===== src/rtl/btn_pkg.sv =====
// Shared types and helpers for the push-button conditioning chain.
package btn_pkg;

    typedef enum logic [1:0] {
        IDLE,
        PRESS_WAIT,
        PRESSED,
        RELEASE_WAIT
    } btn_state_e;

    // Bits needed to hold 0..n; a zero-length count still gets one bit.
    function automatic int unsigned cnt_width(input int unsigned n);
        return (n > 0) ? $clog2(n + 1) : 1;
    endfunction

endpackage


===== src/rtl/sync_2ff.sv =====
// Two-flop synchroniser for an asynchronous board input.
module sync_2ff #(
    parameter logic RST_VAL = 1'b0
) (
    input  logic clk,
    input  logic rst_n,
    input  logic d,
    output logic q
);

    logic meta;

    always_ff @(posedge clk or negedge rst_n) begin
        if (!rst_n) begin
            meta <= RST_VAL;
            q    <= RST_VAL;
        end else begin
            meta <= d;
            q    <= meta;
        end
    end

endmodule


===== src/rtl/btn_debounce.sv =====
// Raw push-button pin to debounced level plus press/release/long-press pulses.
//
// state        | meaning
// IDLE         | released and stable
// PRESS_WAIT   | pressed samples seen, counting towards acceptance
// PRESSED      | pressed and stable
// RELEASE_WAIT | released samples seen, counting towards acceptance
module btn_debounce
    import btn_pkg::*;
#(
    parameter int unsigned DEBOUNCE_COUNT = 1000000,
    parameter int unsigned LONG_COUNT     = 50000000,
    parameter bit          ACTIVE_LOW     = 1'b1
) (
    input  logic clk,
    input  logic rst_n,
    input  logic btn_in,
    output logic btn_level,
    output logic btn_press,
    output logic btn_release,
    output logic btn_long
);

    localparam int unsigned    CW        = cnt_width(DEBOUNCE_COUNT);
    localparam int unsigned    LW        = cnt_width(LONG_COUNT);
    localparam logic [CW-1:0]  CNT_LAST  = CW'(DEBOUNCE_COUNT - 1);
    localparam logic [LW-1:0]  LONG_LAST = (LONG_COUNT > 0) ? LW'(LONG_COUNT - 1) : '0;
    localparam logic [LW-1:0]  LONG_MAX  = LW'(LONG_COUNT);

    logic            pin_sync;
    logic            btn_s;
    btn_state_e      state, state_nxt;
    logic [CW-1:0]   cnt, cnt_nxt;
    logic            level_nxt, press_nxt, release_nxt;
    logic [LW-1:0]   lcnt;

    sync_2ff #(.RST_VAL(ACTIVE_LOW)) u_sync (
        .clk   (clk),
        .rst_n (rst_n),
        .d     (btn_in),
        .q     (pin_sync)
    );

    assign btn_s = pin_sync ^ ACTIVE_LOW;

    always_comb begin
        state_nxt   = state;
        cnt_nxt     = cnt;
        level_nxt   = btn_level;
        press_nxt   = 1'b0;
        release_nxt = 1'b0;
        case (state)
            IDLE: begin
                if (btn_s) begin
                    state_nxt = PRESS_WAIT;
                    cnt_nxt   = CW'(1);
                end else begin
                    cnt_nxt   = '0;
                end
            end
            PRESS_WAIT: begin
                if (!btn_s) begin
                    state_nxt = IDLE;
                    cnt_nxt   = '0;
                end else if (cnt == CNT_LAST) begin
                    state_nxt = PRESSED;
                    cnt_nxt   = '0;
                    level_nxt = 1'b1;
                    press_nxt = 1'b1;
                end else begin
                    cnt_nxt   = cnt + CW'(1);
                end
            end
            PRESSED: begin
                if (!btn_s) begin
                    state_nxt = RELEASE_WAIT;
                    cnt_nxt   = CW'(1);
                end else begin
                    cnt_nxt   = '0;
                end
            end
            RELEASE_WAIT: begin
                if (btn_s) begin
                    state_nxt = PRESSED;
                    cnt_nxt   = '0;
                end else if (cnt == CNT_LAST) begin
                    state_nxt   = IDLE;
                    cnt_nxt     = '0;
                    level_nxt   = 1'b0;
                    release_nxt = 1'b1;
                end else begin
                    cnt_nxt     = cnt + CW'(1);
                end
            end
            default: begin
                state_nxt = IDLE;
                cnt_nxt   = '0;
                level_nxt = 1'b0;
            end
        endcase
    end

    always_ff @(posedge clk or negedge rst_n) begin
        if (!rst_n) begin
            state       <= IDLE;
            cnt         <= '0;
            btn_level   <= 1'b0;
            btn_press   <= 1'b0;
            btn_release <= 1'b0;
        end else begin
            state       <= state_nxt;
            cnt         <= cnt_nxt;
            btn_level   <= level_nxt;
            btn_press   <= press_nxt;
            btn_release <= release_nxt;
        end
    end

    // lcnt is held at zero while released, so the press edge always starts it from zero.
    always_ff @(posedge clk or negedge rst_n) begin
        if (!rst_n) begin
            lcnt     <= '0;
            btn_long <= 1'b0;
        end else begin
            btn_long <= 1'b0;
            if (!btn_level) begin
                lcnt <= '0;
            end else if (lcnt != LONG_MAX) begin
                lcnt <= lcnt + LW'(1);
            end
            if ((LONG_COUNT != 0) && btn_level && (lcnt == LONG_LAST)) begin
                btn_long <= 1'b1;
            end
        end
    end

endmodule


===== config.mk =====
export PLATFORM = sky130hd
export DESIGN_NAME = btn_debounce
export DESIGN_NICKNAME = d
export VERILOG_FILES = /design/src/rtl/btn_pkg.sv /design/src/rtl/sync_2ff.sv /design/src/rtl/btn_debounce.sv
export SDC_FILE = /design/constraint.sdc
export NUM_CORES = 1
export LEC_CHECK = 0
export BUFFER_PORTS_ARGS = -buffer_cell sky130_fd_sc_hd__buf_2
export CORE_ASPECT_RATIO = 0.5
export CORE_MARGIN = 3
export CORE_UTILIZATION = 60
export CTS_CLUSTER_DIAMETER = 50
export CTS_CLUSTER_SIZE = 24
export DETAILED_ROUTE_END_ITERATION = 7
export PLACE_DENSITY = 0.88
export SLEW_MARGIN = 10
export SYNTH_ARGS = -nofsm -noshare
export SYNTH_HDL_FRONTEND = slang
export SYNTH_HIERARCHICAL = 1
export SYNTH_SLANG_ARGS = --single-unit

===== constraint.sdc =====
create_clock -name clk -period 2.5 [get_ports clk]
set_input_delay 0.5 -clock clk [delete_from_list [all_inputs] [get_ports clk]]
set_output_delay 0.5 -clock clk [all_outputs]
set_load 0.005 [all_outputs]

==> flow_results.org, run 1 <==
** Synth
- By area the synthesized netlist is led by dfrtp_1 (48%), xnor2_1 (5.1%), a21oi_1 (4.4%), nor2_1 (3.7%), or3_1 (3.2%).
- The number of nets in the synthesized netlist is 292.
- Cell taking the most area after synthesis :: dfrtp_1
- Synthesis instantiated 38 different standard cells from the library.
- For this run, the number of Yosys warnings is 6.
- The synthesized design contains 0 enable-type register cells.
- A synthesized cell averages 9.528 µm².
- Gate Count Post-Synth :: 286
- Post-synthesis instance area :: 0.002725 mm²
- Yosys instantiated no cell more often than dfrtp_1.
- Asr flop ratio synth :: 100.0%
- Number of storage elements in the synthesis netlist :: 54
- Synth Flop Type :: dfrtp_1
- Sequential area share after synthesis :: 49.68%
- Sorting the synthesized cells by how often they occur yields dfrtp_1 (52), nor2_1 (27), a21oi_1 (24).
- Post-synth top area share :: 47.75%

** Place
- Area after detailed placement :: 0.002805 mm²
- OpenSTA, run right after detailed placement, puts the worst setup slack at 219.5 ps.
- Input/output buffers :: 6
- In this run, placement finished with an instance count of 341.
- Detailed placement finished with a half-perimeter wire length of 3623 µm.
- At the end of routability-driven placement, the weighted congestion stood at 0.8574.

** Timing
- Timing would allow up to 426.3 MHz.
- Final-layout setup total negative slack :: 0 ps
- Final Setup Violations :: 0
- Number of endpoints with negative hold slack in the final report :: 0
- Remaining max-slew budget at the tightest pin :: 57.32%
- Of the available clock period, the critical path in the final layout requires 93.83%.
- After layout, the worst setup slack is 154.1 ps.
- Final Slew Violations :: 0
- The clock arrives with 8.681 ps of skew.
- Setup repair after global routing left no endpoint under its margin.
- The smallest clock period supported by the final layout is computed as 2346 ps.
- At the pin with the least slew margin, the transition time is 631.3 ps.

** Global routing
- Maximum number of pins on one net before global-route repair :: 25
- The first global-routing pass estimated 9273 µm of wire.
- Final global-route overflow total :: 0
- The via count of the first global-routing pass came to 2051.
- Total routing resource utilization after global routing :: 21.93%
- Initial antenna violation count :: 0

** Clocking
- Count of cells resized by post-cts repair :: 0
- TritonCTS built the clock tree.
- The root buffer cell chosen for the clock tree is clkbuf_8.
- Hold buffers post-CTS :: 0
- Clock tree synthesis found a total of 54 sinks.
- Number of setup buffers added after CTS :: 0
- TritonCTS created 5 clock buffers.
- The later pin in the worst-skew pair is clocked with a latency of 310 ps.
- After clock tree synthesis, the clock-pin slew on the worst setup and hold paths is 100 ps.
- The H-tree generated during clock tree synthesis spans 2 levels.
- The clock passes through at most 2 buffers.

** Drt
- The pre-antenna-repair detailed-routing pass consisted of 4 iterations.
- DR vias :: 2208
- Number of nets still failing antenna checks after routing :: 0
- After detailed routing, the number of remaining DRC violations is 0.
- Dividing the detail-routed wire length by the instance count gives 15.42 µm.
- For this block, the routed nets add up to 5383 µm of wire.
- Detailed Route Iter0 Violations :: 133
- Dividing the detail-routed via count by the number of cells gives 6.327.

** Final layout
- Final std cell area, no fill :: 0.002914 mm²
- In the final layout, the multi-input gates occupy 0.001271 mm².
- Registers take 0.001354 mm².
- Final Non-Filler Cells :: 349
- Diode count :: 0
- Number of filler instances in the final layout :: 284
- Net count of the finished layout :: 300
- Fraction of layout cells with a size suffix above 1 :: 9.492%
- From synthesis to final layout, the design area changed by 6.933%.

** Floorplanning
- Height of the chip :: 53.66 µm
- Die outline width :: 101.3 µm
- 7 I/O pins were placed.
- After floorplanning, the core was sized to cover 0.004124 mm².
- The initialized floorplan defines 16 standard-cell rows.
- The die covers 0.005436 mm².
- Initial cell density of the core :: 66.08%

** Pwr
- In this run the power density over the cells is 515.6 mW/mm².
- Overall power consumption after layout is estimated at 1.502 mW.
- VDD sags by at most 0.0002584 V.
- Static leakage :: 1.100 nW

** Status
- The flow ran to the end, and the final reports show no timing, DRC or antenna violations.

** Critical path
- For the worst setup path, the data required time is 2740 ps.
- The worst setup path is captured at a flop.
- The signal on the critical path passes through ha_1, nand3_1, or4_4, or4_1, a21oi_1.
- STA classifies the critical path startpoint as a flop.
- The setup path with the least slack is of type reg -> reg.
- The largest single stage delay on the critical path is 630 ps.
- CP max FO :: 13
- For the worst setup path, the data arrival time is 2580 ps.
- Measured in cells, the most critical reg-to-reg path has a length of 5.
- Library cell contributing the largest single delay on the critical path :: or4_4

** Flow run
- Across the run, the number of max-cap violations was 0.

** Min path
- Worst hold-check path type :: in -> async
worst max-delay path, delay by kind of cell, from the launching register on:
family          cells  cell delay [ps]
flops               1              460
compound gates      1              160
fa+ha+maj           1              290
simple gates        3             1360
per-layer routing:
| layer | global-route usage [%] | share of wire (%) | vias up |
|---|---|---|---|
| met3 | 4.528 | 5.6 | 11 |
| met2 | 37.34 | 49 | 72 |
| met1 | 27.89 | 44 | 1081 |
| li1 | - | - | 1044 |
| met5 | 0 | 0 | - |
| met4 | 9.272 | 1.5 | 0 |
path summary, 6_finish.rpt:
check	start	slack, ps	endpoint
max reg2reg	lcnt[1]	150	lcnt[22]
min	rst_n	80	lcnt[5]
min reg2reg	u_sync/meta	360	u_sync/q
max	lcnt[1]	150	lcnt[22]
min in group clk	btn_in	280	u_sync/meta
max in group asynchronous	rst_n	1730	u_sync/meta
placed cells by master (no fill, tap or decap), types with 2 or more instances in the layout:
cell type,n
xnor2_1,16
nor3b_1,2
nand4b_1,2
dfstp_2,2
o21ai_0,16
a21oi_1,24
nand2_1,16
or3_1,14
o31ai_1,6
nor2b_1,3
nand4_1,9
and4_1,3
clkbuf_8,5
a211o_1,2
or4_4,3
buf_2,6
and3_1,4
clkinv_2,2
ha_1,3
xor2_1,6
buf_4,4
or4_1,9
nor2_1,27
nor4b_1,3
inv_1,14
nor3_1,12
nor4_1,4
dfrtp_1,52
nand3_1,16
metrics by stage:
step	utilization [%]	hold WS (ps)
6_report	70.66	81.21
5_1_grt	70.66	97.48
4_1_cts	70.66	87.27
3_5_place_dp	68.02	349.4
3_3_place_gp	68.02	346.5
2_1_floorplan	-	204.4
final cells by class:
class / count / area share [%]
flip-flops and latches: 54 / 46.46
multi-input cells: 209 / 43.62
clock buffers: 5 / 2.362
well taps: 54 / 2.319
repair buffers: 10 / 2.061
inverters: 14 / 1.803
clock inverters: 3 / 1.374
power by group:
group | internal [mW] | total, mW | switching (mW) | leakage [nW]
Sequential | 0.879 | 0.884 | 0.00494 | 0.743
Clock | 0.295 | 0.585 | 0.290 | 0.0579
Combinational | 0.00814 | 0.0337 | 0.0255 | 0.299
kinds of logic after synthesis:
logic type      after synthesis  synth area share [%]
compound gates               51                 10.47
xor+xnor                     22                 7.071
fa+ha+maj                     3                 1.378
buf+inv                      23                 3.673
flops                        54                 49.68
mux                           1                0.3673
simple gates                132                 27.36
flip-flops by register name, indices dropped and copies added, names as in the netlist, named ones only:
register	count
btn_level	1
u_sync/q	1
btn_release	1
btn_long	1
lcnt	26
cnt	20
state	1
btn_press	1
u_sync/meta	1
No activity file was read; power rests on OpenSTA's default activity.
==> run 2, diff against run 1 <==
--- a/config.mk
+++ b/config.mk
@@ -6,13 +6,15 @@
 export NUM_CORES = 1
 export LEC_CHECK = 0
 export BUFFER_PORTS_ARGS = -buffer_cell sky130_fd_sc_hd__buf_2
+export CELL_PAD_IN_SITES_DETAIL_PLACEMENT = 2
+export CELL_PAD_IN_SITES_GLOBAL_PLACEMENT = 2
 export CORE_ASPECT_RATIO = 0.5
 export CORE_MARGIN = 3
-export CORE_UTILIZATION = 60
+export CORE_UTILIZATION = 40
 export CTS_CLUSTER_DIAMETER = 50
 export CTS_CLUSTER_SIZE = 24
 export DETAILED_ROUTE_END_ITERATION = 7
-export PLACE_DENSITY = 0.88
+export PLACE_DENSITY = 0.9
 export SLEW_MARGIN = 10
 export SYNTH_ARGS = -nofsm -noshare
 export SYNTH_HDL_FRONTEND = slang
==> flow_results.org, run 2 (synthesized netlist as in run 1, its figures left out) <==
** Status
- The flow ran to the end, and the final reports show no timing, DRC or antenna violations.

** Clocking
- TritonCTS clock tree :: done
- At the later pin of the worst-skew pair, clock insertion delay measures 300 ps.
- CTS Buf Count :: 5
- The clock drives 54 sinks.
- For this design, the CTS-stage hold fixing added 0 buffers.
- CTS placed an instance of clkbuf_16 at the clock tree root.
- CTS clk-pin slew, worst paths :: 70 ps
- In this run the number of H-tree levels came out at 2.
- Buffer levels on the longest clock path :: 2

** Critical path
- Library cell contributing the largest single delay on the critical path :: or4_4
- Critical path startpoint category :: flop
- Critical Path AT :: 2500 ps
- Family with the most delay on the worst path :: simple AND/OR/NAND/NOR gates
- The worst register-to-register path has a depth of 5.
- CP max FO :: 13
- Ordered list of cells on the worst path :: ha_1, nand3_1, or4_4, or4_1, a21oi_1
- Together, buffers and inverters on the worst path number 0.
- Crit end category :: flop
- Maximum single-stage delay on the critical path :: 550 ps
- Data required time at the worst endpoint :: 2700 ps
- Critical Path Stages :: 5
- By startpoint and endpoint, the worst setup path is classified as reg -> reg.

** Global routing
- Total routing resource utilization after global routing :: 24.46%
- The via count of the first global-routing pass was 2572.
- Wire length of the first global-routing pass :: 14750 µm
- Maximum number of pins on one net before global-route repair :: 32
- The total overflow left after global routing is 0.
- The initial antenna violation count is 0.

** Drt
- Post-Route WL :: 8413 µm
- Via density per instance :: 5.977
- The final route contains 2289 vias.
- In the routed design, unresolved DRC markers number 0.
- Number of nets still failing antenna checks after routing :: 0
- In this run, the number of DRC markers left after iteration 0 of detailed routing was 143.
- In the final routed layout, each cell accounts on average for 21.97 µm.
- Length of the first detailed-routing pass in iterations :: 4

** Place
- The congestion estimate from routability-driven global placement came to 0.7955.
- Detailed placement ended at an HPWL of 5151 µm.
- Input/output buffers :: 6

** Timing
- Worst slew pin tran :: 946.3 ps
- Final Setup Violations :: 0
- Final hold analysis gives a worst-case slack of 38.11 ps.
- Setup repair after global routing left no endpoint under its margin.
- Time the final worst path needs with I/O delays and setup :: 2294 ps
- In this run the tightest slew margin relative to its limit is 36.84%.
- Clock skew :: 9.460 ps
- In the final timing run, aggregate negative setup slack is 0 ps.
- Based on the critical path, the design can be clocked at up to 435.9 MHz.
- The number of failing hold endpoints at the final stage is 0.
- Period Utilization, post-route :: 91.77%
- The final max-slew violation count came to 0.

** Floorplanning
- The region available for standard cell placement spans 0.006331 mm².
- Top Ports :: 7
- Measured along the x axis, the die boundary spans 122.7 µm.
- Once the floorplan was initialized, standard cells occupied 43.04% of the core.
- The die covers 0.007900 mm².
- Row generation in the floorplan step produced 20 rows.
- Height of the chip :: 64.37 µm

** Final layout
- Diode count :: 0
- Final core utilization :: 47.73%
- From synthesis to final layout, the design area changed by 10.88%.
- Cells with a size suffix above 1 make up 9.831% of the layout.
- Net count of the finished layout :: 300
- Counting flops per register, the top entry is lcnt.
- Most common library cell in the layout ignoring fill and taps :: dfrtp_1
- The register with the most flip-flops in the layout has 26 of them.
- After filler insertion, the fill cell instance count of the layout stands at 655.
- Most frequent cells in the layout :: dfrtp_1 (51), nor2_1 (27), a21oi_1 (24)
- Footprint of the multi-input gates :: 0.001276 mm²
- Register Area :: 0.001355 mm²
- The largest registers in the layout are lcnt (26), cnt (20).

** Pwr
- For this design the static power due to leakage is 1.122 nW.
- In this run the power density over the cells is 574.5 mW/mm².
- Across the VDD grid, the largest voltage drop is 0.0004277 V.

** Min path
- The worst hold path belongs to the class in -> async.

** Flow run
- Total of max-cap violations :: 0
## run 2: changes by cell type in the layout (fill, tap and decap cells not counted)
cell / change
nor3_2: +1
clkinv_4: +1
clkinv_2: -2
clkbuf_1: +1
dfrtp_1: -1
clkbuf_8: -5
clkbuf_16: +5
dfrtp_2: +1
nor3_1: -1
## run 2: routing by layer
layer	wire length [µm]	GRT usage, %	up-vias	share of wire, %
met5	0	0	-	0
met4	123	8.787	0	1.5
met3	192	4.156	8	2.3
met2	4183	41.33	37	50
met1	3913	31.69	1196	47
li1	-	-	1048	-
## run 2: path summary, 6_finish.rpt
| path | startpoint | end | slack [ps] |
|---|---|---|---|
| max | lcnt[0] | lcnt[24] | 210 |
| min | rst_n | lcnt[2] | 40 |
| max reg2reg | lcnt[0] | lcnt[24] | 210 |
| min reg2reg | u_sync/meta | u_sync/q | 360 |
| max in group asynchronous | rst_n | u_sync/q | 1800 |
| min in group clk | btn_in | u_sync/meta | 300 |
## run 2: worst register-to-register path, cell delays in order, from the launching register on
cell     delay (ps)
dfrtp_1         460
ha_1            270
nand3_1         190
or4_4           550
or4_1           540
a21oi_1         200
## run 2: layout make-up
cell class              instances  area share, %
clock inverters                 2          1.284
inverters                      14          1.739
clock buffers                   6          4.265
repair buffers                 10          1.988
multi-input cells             209          42.24
flip-flops and latches         54          44.84
well taps                      88          3.644
## run 2: what timing repair did
action | CTS | global route
endpoints found under the setup margin | 0 | 8
gates resized for setup | 0 | 2
setup buffers | 0 | 0
## run 2: stage by stage
| step | total power, mW | cell area (µm²) | setup slack, ps | instances |
|---|---|---|---|---|
| after floorplan | 0.9127 | 2725 | 516.2 | 286 |
| after global placement | 0.9355 | 2848 | 338.4 | 375 |
| after detailed placement | 0.9388 | 2848 | 226.0 | 375 |
| after CTS | 1.751 | 3015 | 120.8 | 383 |
| after global routing | 1.799 | 3022 | 56.09 | 383 |
| final | 1.736 | 3022 | 205.8 | 383 |
## run 2: where the power goes
| part | internal [mW] | switching, mW | total (mW) |
|---|---|---|---|
| registers | 0.879 | 0.00624 | 0.885 |
| clock network | 0.476 | 0.338 | 0.814 |
| logic | 0.00824 | 0.0284 | 0.0366 |
